[config.mk]
export PLATFORM = sky130hd
export DESIGN_NAME = info_demapper
export DESIGN_NICKNAME = d
export VERILOG_FILES = /design/src/rtl/info_demapper.sv
export SDC_FILE = /design/constraint.sdc
export NUM_CORES = 1
export LEC_CHECK = 0
export BUFFER_PORTS_ARGS = -buffer_cell sky130_fd_sc_hd__clkbuf_2
export CORE_MARGIN = 2
export CORE_UTILIZATION = 30
export CTS_BUF_LIST = sky130_fd_sc_hd__clkbuf_8
export CTS_CLUSTER_SIZE = 25
export DETAILED_ROUTE_END_ITERATION = 10
export PLACE_DENSITY = 0.56
export SETUP_SLACK_MARGIN = 0.2
export SYNTH_ARGS = -nofsm -noshare
export SYNTH_HDL_FRONTEND = slang
export SYNTH_SLANG_ARGS = --single-unit
[constraint.sdc]
create_clock -name clk -period 2.3 [get_ports clk]
set_input_delay 0.345 -clock clk [delete_from_list [all_inputs] [get_ports clk]]
set_output_delay 0.345 -clock clk [all_outputs]
set_load 0.05 [all_outputs]
[src/rtl/info_demapper.sv]
// Serial information de-mapper: recovers one information bit per clock from a
// captured mapped word using the mapper's mask and position-select fields.
module info_demapper #(
  parameter  int MAPPER_PARALLELISM = 8,
  localparam int P  = MAPPER_PARALLELISM,
  localparam int W  = $clog2(P),
  localparam int CW = $clog2(P + 1)
) (
  input  logic                 clk,
  input  logic                 rst_n,
  input  logic                 in_valid,
  output logic                 in_ready,
  input  logic [P-1:0]         d,
  input  logic [P-1:0]         m,
  input  logic [(P-1)*W-1:0]   c,
  output logic                 out_valid,
  input  logic                 out_ready,
  output logic [P-1:0]         out_bits,
  output logic [CW-1:0]        info_cnt,
  output logic                 err
);

  typedef enum logic [1:0] {
    IDLE = 2'd0,
    RUN  = 2'd1,
    DONE = 2'd2
  } state_t;

  localparam logic [W-1:0] K_LAST = W'(P - 1);
  localparam logic [W:0]   P_LIM  = (W + 1)'(P);

  state_t             state_q, state_d;
  logic [W-1:0]       k_q;
  logic [P-1:0]       d_q;
  logic [P-1:0]       m_q;
  logic [(P-1)*W-1:0] c_q;

  logic               accept;
  logic [W-1:0]       src_tbl [P];
  logic [W-1:0]       sel;
  logic               src_ok;

  assign accept = in_valid && (state_q == IDLE);

  // NOTE: combinational blocks assign every output a default first so that no
  // path through the case statement can leave a signal unassigned (no latch).
  always_comb begin
    state_d   = state_q;
    in_ready  = 1'b0;
    out_valid = 1'b0;
    case (state_q)
      IDLE: begin
        in_ready = 1'b1;
        if (in_valid) state_d = RUN;
      end
      RUN: begin
        if (k_q == K_LAST) state_d = DONE;
      end
      DONE: begin
        out_valid = 1'b1;
        if (out_ready) state_d = IDLE;
      end
      default: state_d = IDLE;
    endcase
  end

  // NOTE: sequential state uses non-blocking assignments so every flop samples
  // pre-edge values regardless of block ordering.
  always_ff @(posedge clk or negedge rst_n) begin
    if (!rst_n) state_q <= IDLE;
    else        state_q <= state_d;
  end

  // Position 0 always reads source 0; position k>0 reads select field k-1.
  always_comb begin
    src_tbl[0] = '0;
    for (int j = 0; j < P - 1; j++) src_tbl[j+1] = c_q[j*W +: W];
  end

  assign sel    = src_tbl[k_q];
  assign src_ok = {1'b0, sel} < P_LIM;

  // NOTE: the captured operands are plain data registers with no reset; they
  // are only ever consumed after an accept has loaded them.
  always_ff @(posedge clk) begin
    if (accept) begin
      d_q <= d;
      m_q <= m;
      c_q <= c;
    end
  end

  always_ff @(posedge clk or negedge rst_n) begin
    if (!rst_n) begin
      k_q      <= '0;
      out_bits <= '0;
      info_cnt <= '0;
      err      <= 1'b0;
    end else if (accept) begin
      k_q      <= '0;
      out_bits <= '0;
      info_cnt <= '0;
      err      <= 1'b0;
    end else if (state_q == RUN) begin
      if (m_q[k_q]) begin
        info_cnt <= info_cnt + CW'(1);
        if (src_ok) begin
          out_bits[k_q] <= d_q[sel];
        end else begin
          out_bits[k_q] <= 1'b0;
          err           <= 1'b1;
        end
      end
      if (k_q != K_LAST) k_q <= k_q + W'(1);
    end
  end

endmodule

==> results by group, run 1 <==
Outcome
  – Status: completed

Timing
  – Final number of max-transition violations: 0
  – Setup Skew: approximately 0.018 ns
  – Final worst slack: 0.2227 ns
  – WHS: 0.1875 ns
  – Slew headroom: between 60 and 70%
  – Hold Fails Final Rpt: 0
  – Fmax achieved: ~0.48 GHz
  – RSZ-0062 raised after global routing: yes
  – Setup_tns: 0 ns
  – Tcrit/Tclk final: 90.32%
  – Final Setup Violations: 0
  – Tmin final: 2.077 ns
  – Measured slew at the worst slew-check pin: between 0.5 and 0.6 ns

Synth
  – Syn nets: 250
  – Top cell type's share of synthesized area: 42.84%
  – Ys async rst share: between 30% and 40%
  – Commonest cells in the netlist: 37 x edfxtp_1, 23 x nand2_1, 17 x dfrtp_1
  – Yosys warns: 0
  – Largest area contributor in the synthesized netlist: edfxtp_1
  – Syn Std Cell Area: 0.002594 sq mm
  – Syn avg cell area: 12.59 sq um
  – Synth cell types: between 50 and 60
  – Cell with the most instances after synthesis: edfxtp_1
  – Sequential-to-total area share from yosys stat: between 50% and 60%
  – Syn Inst Count: 206
  – Main synth FF type: edfxtp_1
  – Synthesized flop and latch total: 54
  – Post-synth EDFFs: 37
  – Synth top area cells: edfxtp_1 43%, dfrtp_1 16%, mux2i_1 4.6%

Clock network
  – Clock sink count: 54
  – Max Root-Sink Buffers: 2
  – CTS tree: yes
  – Clk_lat worst skew: approximately 0.32 ns
  – Clock transition at path regs: 0.11 ns
  – H-Tree Depth: 2
  – Cts bufs inserted: 5
  – Root Buffer: clkbuf_8

Critical path
  – Crit-path max FO: 13
  – Buffers and inverters on the worst path: 1
  – Required @ worst endpoint: between 2 and 3 ns
  – Crit path from: k_q[1]$_DFFE_PN0P_
  – Critical-path cell list: buf_8 > mux2i_1 > mux4_2 > nor3_4 > nand4_1 > o221ai_1 > nor2_1
  – CP max-delay cell: mux4_2
  – RR Startpoint: k_q[1]$_DFFE_PN0P_
  – CP Class: reg -> reg
  – Crit-path leading delay family: multiplexers
  – CP startpoint kind: register
  – Critical path's largest stage delay: 0.54 ns
  – CP endpoint kind: register
  – Arr. time, crit path: between 2 and 2.5 ns

Detailed routing
  – Pre-Repair DR Iteration Count: 4
  – Post-route ant nets: 0
  – DR vias: about 1900
  – Initial DRC count: 90
  – Mean number of vias per cell: between 4 and 5
  – WL final: between 5000 and 6000 um
  – Average routed wire per standard cell: around 15 um
  – # DRC: 0

Die
  – Core Box Area: 0.008299 sq mm
  – Ports: 56
  – Die Y: 96.98 um
  – Die area: between 0.009 and 0.01 sq mm
  – Chip width: 96.98 um
  – Initial Utilization: 31.25%
  – Cell Rows: 33

Final layout
  – Final core utilization: 39.80%
  – Nets@finish: 322
  – Share of layout cells above drive strength 1: about two fifths
  – Layout area overhead: 27.35%
  – Diode count: 0
  – Filler cell count: between 700 and 800

Job
  – Max Cap Violations: 0

Pwr
  – VDD IR max: about 0.39 mV
  – Cell area power density: about 1300 mW/mm^2
  – Leak Pwr: 1.326 nW
  – Total power: 4.424 mW

Global route
  – GR Util All Layers: between 10% and 20%
  – Grt ovf: 0
  – Number of global-route vias before repair: 1896
  – First-pass GRT wire length: ~9000 um
  – Largest net degree at the start of global routing: 40
  – Initial antenna violation count: 0

Placement
  – GP Congestion: 0.7440
  – Port bufs: 54
  – HPWL after DPL: about 4100 um
  – Pre-CTS worst setup slack: ~0.012 ns

Worst hold path
  – Hold_sp: m[2]
  – Min-delay worst type: in -> reg
[registers in the layout (all words and copies together) (netlist names)]
| register | cells |
|---|---|
| c_q | 21 |
| k_q | 3 |
| info_cnt | 4 |
| m_q | 8 |
| out_bits | 8 |
| d_q | 8 |
| state_q | 2 |
[where the power goes]
group,internal (mW),switching [mW]
Sequential,1.27,0.197
Combinational,0.899,1.41
Clock,0.321,0.328
[logic make-up (layout without fill, tap and decap cells)]
| family | count (synthesis) | after routing | synth area share [%] |
|---|---|---|---|
| buffers and inverters | 15 | 87 | 2.846 |
| multiplexers | 21 | 21 | 9.696 |
| AND/OR/NAND/NOR | 73 | 73 | 15.34 |
| flip-flops | 54 | 54 | 59.24 |
| XOR/XNOR | 1 | 1 | 0.3377 |
| adder cells (fa/ha/maj) | 3 | 3 | 1.447 |
| other | 1 | 1 | 0.1446 |
| AO/OA/AOI/OAI | 38 | 38 | 10.95 |
[metal layers]
metal  vias to the layer above  share of wire (%)  track usage, %
li1                        933                  -               -
met1                       899                 49           17.70
met2                        56                 46           18.11
met3                         6                4.9           3.035
met4                         0                1.0           4.225
met5                         -                  0               0
[timing repair]
item                                   in CTS  in global routing
resized for setup                           5                 15
buffers inserted                            1                  4
hold buffers                                1                  0
pin swaps                                   4                  8
setup endpoints to repair                  12                 12
endpoints found under the hold margin      17                  0
[stage by stage]
step,instances,instance area [sq um]
6_report,383,3303
2_1_floorplan,206,2605
3_3_place_gp,370,3060
4_1_cts,379,3199
3_5_place_dp,370,3060
5_1_grt,383,3303
[worst paths after layout]
path	depth (start not counted)	slack [ns]	endpoint
hold reg to reg	1	0.48	info_cnt[3]$_DFFE_PN0P_
hold / removal	1	0.19	m_q[2]$_DFFE_PP_
setup reg to reg	7	0.22	out_bits[2]$_DFFE_PN0P_
setup / recovery	7	0.22	out_bits[2]$_DFFE_PN0P_
max in group asynchronous	2	1.45	k_q[1]$_DFFE_PN0P_
min in group asynchronous	2	0.49	info_cnt[2]$_DFFE_PN0P_
[placed cells by master, fill, tap and decap left out, drive strengths merged, types with 2 or more instances in the layout]
master   n
mux2i   12
nor4b    2
a21oi    2
nor2b    3
inv      5
ha       3
a22oi    2
a31oi    2
nor3     3
a22o     5
a211oi   2
nand2   23
o21ai   12
nand3    4
nor2    14
dfrtp   17
nand4    9
o221ai   7
mux2     7
mux4     2
nand2b   4
buf     19
clkbuf  59
edfxtp  37
[worst reg2reg max path, stage by stage, from the launching register on]
cell,delay (ns)
dfrtp_2,0.49
buf_8,0.17
mux2i_1,0.12
mux4_2,0.54
nor3_4,0.35
nand4_1,0.14
o221ai_1,0.11
nor2_1,0.07
[final cells by class]
type                    instances  area [sq um]  share of cell area (%)
multi-input cells             137          1070                   32.39
clock buffers                   5         68.82                   2.083
flip-flops and latches         54          1540                   46.63
well taps                     105         131.4                   3.977
repair buffers                 74         427.9                   12.95
clock inverters                 2         38.79                   1.174
inverters                       6         26.28                  0.7955
(Power assumes the default switching activity.)
==> run 2: changes to the inputs <==
- ABC_CLOCK_PERIOD_IN_PS: default -> 2300
- PLACE_DENSITY: 0.56 -> default
==> run 2 against run 1 <==
  * Clock power decreased by 18%
  * First-iteration DRC count decreased by 8.9%
  * Final cell count decreased by 0.78%
  * Worst setup slack improved by 0.0012 ns
  * Non-clock buffer count decreased by 4
  * Final area decreased by 1.4%
  * Largest power group unchanged
  * Highest routed layer unchanged
==> results by group, run 2 (synthesis gave the netlist of run 1 again) <==
Timing
  – Tcrit/Tclk final: 90.26% (about the same)
  – Fmax achieved: 0.4817 GHz (about the same)
  – Hold Fails Final Rpt: 0 (unchanged)
  – RSZ-0062 raised after global routing: yes
  – Slew headroom: 66.77% (+4.8 points)
  – Final Setup Violations: 0 (unchanged)
  – Setup_tns: 0 ns (unchanged)
  – WHS: 0.2088 ns (+0.02137 ns)
  – Setup Skew: 0.007212 ns (-0.01063 ns)
  – Tmin final: 2.076 ns (-0.001174 ns)
  – Measured slew at the worst slew-check pin: 0.4951 ns (-0.07084 ns)
  – Final number of max-transition violations: 0 (unchanged)

Pwr
  – Sw Pwr: 1.857 mW (-3.8%)
  – Clk pwr share: 12.7% (-2.0 points)
  – VDD IR max: 0.3864 mV (about the same)
  – Switching Share: 44.11% (+0.46 points)
  – Sequential power share: 34.4% (+1.2 points)
  – Cell area power density: 1293 mW/mm^2 (-3.5%)
  – Int Power: 2.353 mW (-5.6%)
  – Comb pwr share: 52.9% (+0.8 points)
  – Leak Pwr: 1.296 nW (-2.2%)

Detailed routing
  – # DRC: 0 (unchanged)
  – DR vias: 1857 (-2.0%)
  – Pre-Repair DR Iteration Count: 4 (unchanged)
  – Mean number of vias per cell: 4.887 (-1.2%)
  – Post-route ant nets: 0 (unchanged)
  – Initial DRC count: 82 (-8.9%)
  – WL final: 5155 um (-10%)
  – Average routed wire per standard cell: 13.57 um (-9.4%)

Critical path
  – Required @ worst endpoint: 2.50 ns (-0.02 ns)
  – FF-to-FF path depth: 6 (-1)
  – Arr. time, crit path: 2.27 ns (-0.03 ns)
  – Crit-path max FO: 8 (-5)
  – Stages on worst setup path: 6 (-1)
  – CP endpoint kind: register
  – Critical-path cell list: mux2_4 > mux4_2 > nor3_4 > nand2_1 > o221ai_1 > nor2_1
  – CP Class: reg -> reg
  – Critical path's largest stage delay: 0.52 ns (-0.02 ns)
  – CP max-delay cell: mux4_2
  – Buffers and inverters on the worst path: 0 (-1)
  – Crit-path leading delay family: multiplexers
  – CP startpoint kind: register

Worst hold path
  – Min-delay worst type: in -> reg
  – Hold depth: 1 (unchanged)

Global route
  – Grt ovf: 0 (unchanged)
  – Largest net degree at the start of global routing: 39 (-2.5%)
  – Initial antenna violation count: 0 (unchanged)
  – GR Util All Layers: 11.32% (-0.99 points)
  – First-pass GRT wire length: 8694 um (-5.9%)
  – Number of global-route vias before repair: 1771 (-6.6%)

Final layout
  – Register area: 0.001539 sq mm (about the same)
  – Nets@finish: 318 (-1.2%)
  – Most frequent cells in the layout: 54 x clkbuf_2, 37 x edfxtp_1, 23 x nand2_1, 15 x dfrtp_1
  – Largest register FFs: 21 (unchanged)
  – Final core utilization: 39.24% (-0.56 points)
  – Diode count: 0 (unchanged)
  – Area of the multi-input gates: 0.001070 sq mm (unchanged)
  – Top register by number of flip-flops: c_q
  – Filler cell count: 795 (-0.25%)
  – Layout area overhead: 25.57%
  – Most common cell after layout, fill and taps aside: clkbuf_2
  – Share of layout cells above drive strength 1: 38.91% (-0.66 points)

Clock network
  – Max Root-Sink Buffers: 2 (unchanged)
  – Cts bufs inserted: 5 (unchanged)
  – CTS tree: yes
  – Clock sink count: 54 (unchanged)
  – Clk_lat worst skew: 0.30 ns (-0.02 ns)
  – Clock transition at path regs: 0.10 ns (about the same)
  – Root Buffer: clkbuf_8
  – H-Tree Depth: 2 (unchanged)

Die
  – Core Box Area: 0.008299 sq mm (unchanged)
  – Die area: 0.009405 sq mm (unchanged)
  – Chip width: 96.98 um (unchanged)
  – Cell Rows: 33 (unchanged)
  – Ports: 56 (unchanged)
  – Die Y: 96.98 um (unchanged)
  – Initial Utilization: 31.25% (unchanged)

Placement
  – HPWL after DPL: 3854 um (-6.1%)
  – GP Congestion: 0.8305 (+12%)
  – Port bufs: 54 (unchanged)

Job
  – Max Cap Violations: 0 (unchanged)

Outcome
  – Status: completed
-- run 2: changes by cell type in the layout (fill, tap and decap cells not counted), sizes merged --
cell    change
buf         -4
bufinv      -1
clkinv      +2
-- run 2: path summary, 6_finish.rpt --
| path | start | endpoint | slack [ns] |
|---|---|---|---|
| worst min register to register | info_cnt[3]$_DFFE_PN0P_ | info_cnt[3]$_DFFE_PN0P_ | 0.50 |
| min in group asynchronous | rst_n | info_cnt[3]$_DFFE_PN0P_ | 0.51 |
| worst min-delay path | m[4] | m_q[4]$_DFFE_PP_ | 0.21 |
| worst max register to register | k_q[1]$_DFFE_PN0P_ | out_bits[3]$_DFFE_PN0P_ | 0.22 |
| max in group asynchronous | rst_n | k_q[2]$_DFFE_PN0P_ | 1.46 |
| worst max-delay path | k_q[1]$_DFFE_PN0P_ | out_bits[3]$_DFFE_PN0P_ | 0.22 |
-- run 2: cell type report --
type / instances / share of cell area (%)
inverters: 6 / 0.8068
flip-flops and latches: 54 / 47.25
clock inverters: 3 / 0.6531
repair buffers: 70 / 12.29
clock buffers: 5 / 2.113
well taps: 105 / 4.034
multi-input cells: 137 / 32.85
-- run 2: timing repair --
item | 4_1_cts | 5_1_grt
endpoints found under the hold margin | 17 | 0
hold buffers | 1 | 0
resized for setup | 10 | 11
pin swaps | 4 | 8
setup endpoints to repair | 12 | 12
buffers inserted | 2 | 1
-- run 2: routing by layer --
metal  share of wire [%]  vias up  track usage, %
li1                    -      922               -
met1                  47      875           15.60
met2                  47       58           18.00
met3                 5.8        2           2.890
met4                0.37        0           2.600
met5                   0        -               0
-- run 2: power by group through the flow --
| stage | registers, mW | logic, mW | clock network [mW] |
|---|---|---|---|
| final | 1.45 | 2.23 | 0.535 |
| after floorplan | 1.73 | 1.28 | 0 |
| after CTS | 1.45 | 2.17 | 0.550 |
| after detailed placement | 1.46 | 2.04 | 0 |
| after global routing | 1.49 | 2.43 | 0.595 |
| after global placement | 1.46 | 2.02 | 0 |
-- run 2: stage by stage --
step	power, mW	area [sq um]	std cells	setup slack [ns]
finish	4.210	3257	380	0.2239
global route	4.512	3257	380	0.1091
CTS	4.167	3202	379	0.1959
detailed placement	3.503	3045	368	0.04513
global placement	3.477	3045	368	0.07318
floorplan	3.005	2605	206	0.2761
==> run 3: changes to the inputs <==
- CORE_UTILIZATION: 30 -> 56
- PLACE_DENSITY: default -> 0.82
==> run 3 against run 2 <==
  * Sequential power about the same
  * Critical endpoint is now out_bits[6]$_DFFE_PN0P_
  * Final cell count down 15%
  * Die area down 45%
  * First-iteration DRC count up 49%
  * Global-route usage up 9.4 points
  * Via count down 0.97%
  * Core utilization up 33 points
  * Critical path type unchanged
  * Sequential share of layout area up 1.2 points
  * Final area down 2.4%
  * Register-to-register slack worse by 0.04 ns
  * Highest routed layer unchanged
==> results by group, run 3 (synthesis gave the netlist of run 1 again) <==
Pwr
  – VDD IR max: 0.6711 mV (+74%)
  – Cell area power density: 1335 mW/mm^2 (+3.3%)
  – Leak Pwr: 1.286 nW (-0.82%)

Global route
  – GR met3 Demand/Resource: 3.611% (+0.72 points)
  – Most Used Layer, Global Route: met2
  – Grt ovf: 0 (unchanged)
  – Met2 GRT Util: 34.47% (+16 points)
  – Met1 Resource Use GR: 28.22% (+13 points)
  – Number of global-route vias before repair: 1820 (+2.8%)
  – First-pass GRT wire length: 8328 um (-4.2%)
  – Largest net degree at the start of global routing: 40 (+2.6%)
  – Initial antenna violation count: 0 (unchanged)
  – GR Util All Layers: 20.73% (+9.4 points)

Die
  – Die area: 0.005192 sq mm (-45%)
  – Initial Utilization: 58.76% (+28 points)
  – Die Y: 72.06 um (-26%)
  – Ports: 56 (unchanged)
  – Chip width: 72.06 um (-26%)
  – Cell Rows: 24 (-27%)
  – Core Box Area: 0.004414 sq mm (-47%)

Clock network
  – Clock transition at path regs: 0.09 ns (about the same)
  – Cts bufs inserted: 5 (unchanged)
  – CTS tree: yes
  – Root Buffer: clkbuf_8
  – H-Tree Depth: 2 (unchanged)
  – Max Root-Sink Buffers: 2 (unchanged)
  – Clock sink count: 54 (unchanged)
  – Clk_lat worst skew: 0.29 ns (about the same)

Timing
  – RSZ-0062 raised after global routing: yes
  – Tcrit/Tclk final: 91.85% (+1.6 points)
  – Setup_tns: 0 ns (unchanged)
  – Hold Fails Final Rpt: 0 (unchanged)
  – Final Setup Violations: 0 (unchanged)
  – Final number of max-transition violations: 0 (unchanged)
  – Fmax achieved: 0.4734 GHz (-1.7%)
  – Setup Skew: 0.007016 ns (-0.0001960 ns)
  – Final worst slack: 0.1875 ns (-0.03638 ns)
  – Tmin final: 2.112 ns (+0.03638 ns)

Critical path
  – Arr. time, crit path: 2.30 ns (+0.03 ns)
  – CP startpoint kind: register
  – Buffers and inverters on the worst path: 2 (+2)
  – CP Class: reg -> reg
  – CP endpoint kind: register
  – Reg2reg end: out_bits[6]$_DFFE_PN0P_
  – Crit-path max FO: 14 (+6)
  – Critical-path cell list: buf_8 > mux2i_1 > mux4_2 > a31oi_1 > a22oi_2 > buf_6 > o221ai_1 > nor2_1
  – RR Startpoint: k_q[1]$_DFFE_PN0P_
  – CP max-delay cell: mux4_2
  – FF-to-FF path depth: 8 (+2)
  – Critical path's largest stage delay: 0.51 ns (about the same)
  – Crit-path leading delay family: multiplexers
  – Required @ worst endpoint: 2.49 ns (about the same)
  – R2R Setup Slk: 0.19 ns (-0.04 ns)

Final layout
  – Most frequent cells in the layout: 54 x clkbuf_2, 37 x edfxtp_1, 23 x nand2_1, 15 x dfrtp_1, 13 x nor2_1
  – Top register by number of flip-flops: c_q
  – Share of layout cells above drive strength 1: 37.04% (-1.9 points)
  – Layout area overhead: 22.53%
  – Most common cell after layout, fill and taps aside: clkbuf_2
  – Diode count: 0 (unchanged)
  – Largest register FFs: 21 (unchanged)
  – Final core utilization: 72.00% (+33 points)
  – Nets@finish: 314 (-1.3%)
  – Fin cells: 322 (-15%)

Placement
  – GP Congestion: 0.9127 (+9.9%)
  – Dpl cells: 312 (-15%)
  – Pre-CTS worst setup slack: 0.1229 ns (+0.07777 ns)
  – HPWL after DPL: 3516 um (-8.8%)
  – Port bufs: 54 (unchanged)

Detailed routing
  – Initial DRC count: 122 (+49%)
  – Average routed wire per standard cell: 14.94 um (+10%)
  – Mean number of vias per cell: 5.711 (+17%)
  – Pre-Repair DR Iteration Count: 4 (unchanged)
  – WL final: 4810 um (-6.7%)
  – DR vias: 1839 (-0.97%)
  – # DRC: 0 (unchanged)
  – Post-route ant nets: 0 (unchanged)

Worst hold path
  – Min-delay worst type: in -> reg
  – Hold_sp: c[17]
  – Hold worst-path end: c_q[17]$_DFFE_PP_
  – Hold depth: 1 (unchanged)

Job
  – Max Cap Violations: 0 (unchanged)

Outcome
  – Status: completed
run 3: report_power, final:
group / internal (mW) / total [mW] / switching [mW]
clock network: 0.315 / 0.592 / 0.278
registers: 1.27 / 1.43 / 0.162
logic: 0.836 / 2.21 / 1.38
total: 2.42 / 4.24 / 1.82
run 3: layer usage:
metal | vias up | routed length [um] | part of all wire [%]
met4 | 0 | 49 | 1.0
li1 | 916 | - | -
met5 | - | 0 | 0
met3 | 6 | 215 | 4.5
met1 | 863 | 2147 | 45
met2 | 54 | 2397 | 50
run 3: final cells by class:
type                       instances  area, sq um
clock buffer                       5        68.82
clock inverter                     2        33.78
fill                             301         1236
inverter                           6        26.28
multi-input combinational        137         1071
sequential                        54         1539
tap                               52        65.06
timing repair buffer              66        374.1
run 3: through the flow:
step	hold slack (ns)	total power, mW	cell area [sq um]
2_1_floorplan	0.04941	3.005	2605
6_report	0.2196	4.242	3178
5_1_grt	0.2015	4.523	3178
3_3_place_gp	0.3037	3.415	2957
3_5_place_dp	0.3067	3.453	2957
4_1_cts	0.2128	4.130	3110
run 3: what timing repair did:
action | CTS | global route
endpoints found under the hold margin | 17 | 0
pin swaps | 6 | 3
setup buffers | 0 | 2
hold buffers | 1 | 0
setup endpoints to repair | 12 | 9
resized for setup | 9 | 11
run 3: how the worst max path moves through the flow:
stage	from	endpoint	cells past startpoint
floorplan	k_q[1]$_DFFE_PN0P_	out_bits[7]$_DFFE_PN0P_	7
global placement	k_q[1]$_DFFE_PN0P_	out_bits[5]$_DFFE_PN0P_	6
detailed placement	k_q[1]$_DFFE_PN0P_	out_bits[2]$_DFFE_PN0P_	7
CTS	k_q[1]$_DFFE_PN0P_	out_bits[5]$_DFFE_PN0P_	7
global route	k_q[1]$_DFFE_PN0P_	out_bits[1]$_DFFE_PN0P_	8
finish	k_q[1]$_DFFE_PN0P_	out_bits[6]$_DFFE_PN0P_	8
